==> src/rtl/fpga_mmcm_reconfig.sv <==
// MMCME2_ADV runtime reconfiguration: table-driven DRP read-modify-write with MMCM held in reset,
// then release and wait for LOCKED. One DRP access outstanding at a time; requests ignored while busy.
module fpga_mmcm_reconfig #(
  parameter int NUM_CFG      = 2,
  parameter int NUM_WR       = 23,
  parameter int LOCK_TIMEOUT = 65536,
  parameter int DRDY_TIMEOUT = 64,
  localparam int TBL_AW      = $clog2(NUM_CFG * NUM_WR),
  // One spare code so an out-of-range selection can be presented and rejected.
  localparam int SEL_W       = $clog2(NUM_CFG + 1)
) (
  input  logic              clk,
  input  logic              arst,
  input  logic              cfg_req,
  input  logic [SEL_W-1:0]  cfg_sel,
  output logic              cfg_busy,
  output logic              cfg_done,
  output logic              cfg_err,
  output logic              locked,
  output logic [TBL_AW-1:0] tbl_addr,
  input  logic [38:0]       tbl_data,
  output logic              drp_den,
  output logic              drp_dwe,
  output logic [6:0]        drp_daddr,
  output logic [15:0]       drp_di,
  input  logic [15:0]       drp_do,
  input  logic              drp_drdy,
  output logic              mmcm_rst,
  input  logic              mmcm_locked
);

  localparam int IDX_W = (NUM_WR > 1) ? $clog2(NUM_WR) : 1;
  localparam int TMAX  = (LOCK_TIMEOUT > DRDY_TIMEOUT) ? LOCK_TIMEOUT : DRDY_TIMEOUT;
  localparam int TMR_W = $clog2(TMAX + 1);

  localparam logic [3:0] S_IDLE = 4'd0;
  localparam logic [3:0] S_RST  = 4'd1;
  localparam logic [3:0] S_TBL  = 4'd2;
  localparam logic [3:0] S_RD   = 4'd3;
  localparam logic [3:0] S_WRD  = 4'd4;
  localparam logic [3:0] S_WR   = 4'd5;
  localparam logic [3:0] S_WWR  = 4'd6;
  localparam logic [3:0] S_LOCK = 4'd7;
  localparam logic [3:0] S_ERR  = 4'd8;

  logic [3:0]       state_q, state_d;
  logic [SEL_W-1:0] sel_q, sel_d;
  logic [IDX_W-1:0] idx_q, idx_d;
  logic [TMR_W-1:0] timer_q, timer_d;
  logic [38:0]      tbl_q, tbl_d;
  logic [15:0]      di_q, di_d;
  logic             done_q, done_d;
  logic             err_q, err_d;
  logic             lock_s1_q, lock_s2_q;

  always_comb begin
    state_d = state_q;
    sel_d   = sel_q;
    idx_d   = idx_q;
    tbl_d   = tbl_q;
    di_d    = di_q;
    done_d  = 1'b0;
    err_d   = 1'b0;
    case (state_q)
      S_IDLE: begin
        // The cycle carrying a done/err pulse still counts as the end of the previous job.
        if (cfg_req && !done_q && !err_q) begin
          if (cfg_sel >= SEL_W'(NUM_CFG)) begin
            err_d = 1'b1;
          end else begin
            sel_d   = cfg_sel;
            idx_d   = '0;
            state_d = S_RST;
          end
        end
      end
      S_RST: state_d = S_TBL;
      S_TBL: begin
        tbl_d   = tbl_data;
        state_d = S_RD;
      end
      S_RD: state_d = S_WRD;
      S_WRD: begin
        if (drp_drdy) begin
          di_d    = (drp_do & tbl_q[31:16]) | (tbl_q[15:0] & ~tbl_q[31:16]);
          state_d = S_WR;
        end else if (timer_q == TMR_W'(DRDY_TIMEOUT - 2)) begin
          state_d = S_ERR;
        end
      end
      S_WR: state_d = S_WWR;
      S_WWR: begin
        if (drp_drdy) begin
          if (idx_q == IDX_W'(NUM_WR - 1)) begin
            state_d = S_LOCK;
          end else begin
            idx_d   = idx_q + 1'b1;
            state_d = S_RST;
          end
        end else if (timer_q == TMR_W'(DRDY_TIMEOUT - 2)) begin
          state_d = S_ERR;
        end
      end
      S_LOCK: begin
        if (lock_s2_q) begin
          done_d  = 1'b1;
          state_d = S_IDLE;
        end else if (timer_q == TMR_W'(LOCK_TIMEOUT - 1)) begin
          state_d = S_ERR;
        end
      end
      S_ERR:   state_d = S_IDLE;
      default: state_d = S_IDLE;
    endcase
    // Timer counts cycles spent in the current state; WRD/WWR timeouts then land DRDY_TIMEOUT after drp_den.
    timer_d = (state_d != state_q || state_q == S_IDLE) ? '0 : timer_q + 1'b1;
  end

  always_ff @(posedge clk or posedge arst) begin
    if (arst) begin
      state_q   <= S_IDLE;
      sel_q     <= '0;
      idx_q     <= '0;
      timer_q   <= '0;
      tbl_q     <= '0;
      di_q      <= '0;
      done_q    <= 1'b0;
      err_q     <= 1'b0;
      lock_s1_q <= 1'b0;
      lock_s2_q <= 1'b0;
    end else begin
      state_q   <= state_d;
      sel_q     <= sel_d;
      idx_q     <= idx_d;
      timer_q   <= timer_d;
      tbl_q     <= tbl_d;
      di_q      <= di_d;
      done_q    <= done_d;
      err_q     <= err_d;
      lock_s1_q <= mmcm_locked;
      lock_s2_q <= lock_s1_q;
    end
  end

  assign cfg_busy  = (state_q != S_IDLE) && (state_q != S_ERR);
  assign cfg_done  = done_q;
  assign cfg_err   = err_q || (state_q == S_ERR);
  assign locked    = lock_s2_q;
  assign tbl_addr  = TBL_AW'(int'(sel_q) * NUM_WR + int'(idx_q));
  assign drp_den   = (state_q == S_RD) || (state_q == S_WR);
  assign drp_dwe   = (state_q == S_WR);
  assign drp_daddr = tbl_q[38:32];
  assign drp_di    = di_q;
  assign mmcm_rst  = (state_q == S_RST) || (state_q == S_TBL) || (state_q == S_RD) ||
                     (state_q == S_WRD) || (state_q == S_WR)  || (state_q == S_WWR);

endmodule

==> config.mk <==
export PLATFORM = sky130hd
export DESIGN_NAME = fpga_mmcm_reconfig
export DESIGN_NICKNAME = d
export VERILOG_FILES = /design/src/rtl/fpga_mmcm_reconfig.sv
export SDC_FILE = /design/constraint.sdc
export NUM_CORES = 1
export LEC_CHECK = 0
export ABC_AREA = 1
export CAP_MARGIN = 5
export CORE_UTILIZATION = 50
export CTS_BUF_LIST = sky130_fd_sc_hd__clkbuf_8
export DETAILED_ROUTE_END_ITERATION = 10
export PLACE_DENSITY_LB_ADDON = 0.3
export SYNTH_ARGS = -nofsm -noshare
export SYNTH_HDL_FRONTEND = slang
export SYNTH_SLANG_ARGS = --single-unit
export TNS_END_PERCENT = 30
==> constraint.sdc <==
create_clock -name clk -period 3.9 [get_ports clk]
set_input_delay 1.17 -clock clk [delete_from_list [all_inputs] [get_ports clk]]
set_output_delay 1.17 -clock clk [all_outputs]
set_load 0.1 [all_outputs]
==> flow_summary_export.csv, run 1 <==
group,metric,value,unit
outcome,status,"completed",
sta,timing.hold.ws,0.3491,ns
clocking,clk_latency,0.36,ns
sta,rsz0062_at_grt,"false",
detailed_routing,avgViaCountPerCell,4.932,
grt,grt_util_met1,0.2697,
clocking,cts_root_buf,"clkbuf_8",
place,hpwlAfterDp,6721,um
grt,met3_usage,0.03987,
clocking,numCtsBuffers,9,
logic_synthesis,ys_ff_latch,87,
finish,multiInputGateArea,1869,sq um
grt,antenna_found_initial,0,
logic_synthesis,synth_ff_type,"dfrtp_1",
logic_synthesis,syn_area,4353,sq um
detailed_routing,ant_nets,0,
logic_synthesis,synth.largest_area_cell,"dfrtp_1",
sta,tns,0,ns
clocking,htreeDepth,3,
grt,grt_overflow_total,0,
finish,diodes,0,
finish,syn_to_final_growth,28.77,%
setup_path,crit_path_frequent_cell,"fa_1",
setup_path,cp.required,2.73,ns
setup_path,crit_buf_inv,2,
detailed_routing,drc,0,
sta,max-slew-margin-rel,0.2026,
floorplanning,io_pins,98,
setup_path,cp_cell_sequence,"fa_1 -> ha_1 -> inv_1 -> fa_1 -> o21ai_2 -> xor2_2 -> buf_12",
setup_path,crit_type,"reg -> out",
logic_synthesis,ys_types,31,
clocking,postCtsHoldBufs,0,
logic_synthesis,synth_fp_nets,606,
setup_path,slowest_delay,0.55,ns
hold_path,hold_path.class,"reg -> reg",
sta,worstMarginPinSlew,1.195,ns
clocking,post-cts-setup-buffers,0,
sta,fin_crit,3.757,ns
grt,grt_pass1_wl,15310,um
setup_path,crit_fanout,5,
logic_synthesis,post-synth-top-count-cell,"nand2_1",
clocking,path_clk_slew,0.09,ns
place,dp_slack,0.3503,ns
logic_synthesis,postSynthAreaPerCell,8.229,sq um
logic_synthesis,synthDominantCellAreaShare,0.5001,
setup_path,cp_slowest_cell,"fa_1",
detailed_routing,routedWlPerCell,12.57,um
logic_synthesis,seq_area_frac_synth,0.5001,
detailed_routing,wirelength,9199,um
clocking,numClockSinks,87,
finish,nets,699,
logic_synthesis,synth_commonest_cells,"194 x nand2_1, 87 x dfrtp_1, 55 x inv_1, 42 x nor2_1, 27 x o21ai_0",
sta,final-max-slew-violation-count,0,
logic_synthesis,synth_area_leaders,"dfrtp_1 50%, nand2_1 17%, inv_1 4.7%",
clocking,clock_path_buffers,2,
sta,setup_violations,0,
logic_synthesis,async_flop_share,1.000,
flow_run,cap_violations,0,
detailed_routing,drt-pass1-iter-count,4,
clocking,cts_tree,"built",
floorplanning,die_w,95.31,um
finish,layout-drive-gt1-share,0.1021,
detailed_routing,drtIter0Drc,128,
setup_path,cp-end-kind,"output port",
floorplanning,num_rows,33,
sta,skew,0.008256,ns
grt,grt_max_degree,42,
floorplanning,fp.dieH,95.31,um
grt,grt.total_usage,0.2194,
floorplanning,initial_utilization,0.5219,
setup_path,cpLargestDelayFamily,"adder cells",
logic_synthesis,ys_warn_count,0,
setup_path,cp.arrival,2.59,ns
logic_synthesis,synth_cells,529,
grt,top_usage_layer,"met2",
detailed_routing,vias,3610,
grt,grt_pass1_vias,3522,
place,gp_congestion,0.9131,
logic_synthesis,synth_edf_count,0,
setup_path,cp-start-kind,"flop",
finish,fillerInstances,686,
sta,hold_viol_final,0,
floorplanning,coreArea,8341,sq um
floorplanning,die-area,9083,sq um
finish,register_area,2178,sq um
grt,met2_usage,0.3815,
place,portBuffers,97,
sta,finalCritPeriodShare,0.9634,
sta,setup_slack,0.1428,ns
sta,fmax,0.2662,GHz
through the flow:
step | util | instances | instance area (sq um)
global placement | 0.6497 | 716 | 5419
floorplan | - | 529 | 4368
finish | 0.6721 | 732 | 5605
CTS | 0.6715 | 732 | 5600
detailed placement | 0.6497 | 716 | 5419
global route | 0.6721 | 732 | 5605
sequential cells by signal, summed over array words and instances (netlist names):
name	flops
locked	1
cfg_done	1
drp_di	16
sel_q	2
idx_q	5
state_q	4
timer_q	17
err_q	1
tbl_q	39
lock_s1_q	1
routing by layer:
| metal | part of all wire | vias up |
|---|---|---|
| li1 | - | 1824 |
| met1 | 0.44 | 1694 |
| met2 | 0.50 | 81 |
| met3 | 0.047 | 11 |
| met4 | 0.014 | 0 |
| met5 | 0 | - |
cells by family after synthesis:
group | share of synthesized area
compound gates | 0.06755
buf+inv | 0.07617
fa+ha+maj | 0.04829
xor+xnor | 0.03018
flops | 0.5001
simple gates | 0.2777
cell usage in the layout (no fill, tap or decap), types with 7 or more instances in the layout:
cell type	instances
nand2_1	194
ha_1	12
buf_4	14
clkdlybuf4s50_1	82
o21a_1	16
nand4_1	7
xor2_1	12
clkbuf_8	9
o21ai_0	26
nor2_2	11
nor2_1	42
dfrtp_1	86
nand3_1	16
inv_1	54
worst register-to-register path: stages, from the launching register on:
cell	delay, ns
dfrtp_1	0.40
ha_1	0.20
nand2_1	0.10
nor2_1	0.23
nand3_1	0.18
nor2_1	0.18
nand4_1	0.11
nor2_1	0.14
ha_1	0.19
nand3b_4	0.15
nand4_1	0.15
nand3_4	0.28
nor2_1	0.08
area by class of cell:
cell class | instances | area share
clock buffer | 9 | 0.02210
clock inverter | 7 | 0.01027
inverter | 58 | 0.03906
multi-input combinational | 365 | 0.3335
sequential | 87 | 0.3886
tap | 105 | 0.02344
timing repair buffer | 101 | 0.1830
worst paths after layout:
kind                             from           to  slack [ns]  cells past startpoint
min reg2reg                 lock_s1_q       locked        0.35                      0
max                          sel_q[0]  tbl_addr[5]        0.14                      7
max reg2reg                timer_q[0]   timer_q[5]        1.39                     12
min                         lock_s1_q       locked        0.35                      0
min in group asynchronous        arst    tbl_q[22]        1.19                      2
max in group asynchronous        arst   drp_di[14]        2.08                      3
timing repair:
action / 4_1_cts / 5_1_grt
setup endpoints to repair: 1 / 1
gates resized for setup: 1 / 2
pin swaps: 0 / 1
Power of run 1 is left out: the tool's default activity adds up to more than one toggle a clock period on the data nets, which glitch-free logic cannot reach.
==> inputs of run 2 (changes only) <==
Settings changed: TNS_END_PERCENT 30 to 5.
==> results of run 2 <==
No change in the layout: final DEF, timing and power equal those of run 1.
Power of run 2 is left out for the same reason.
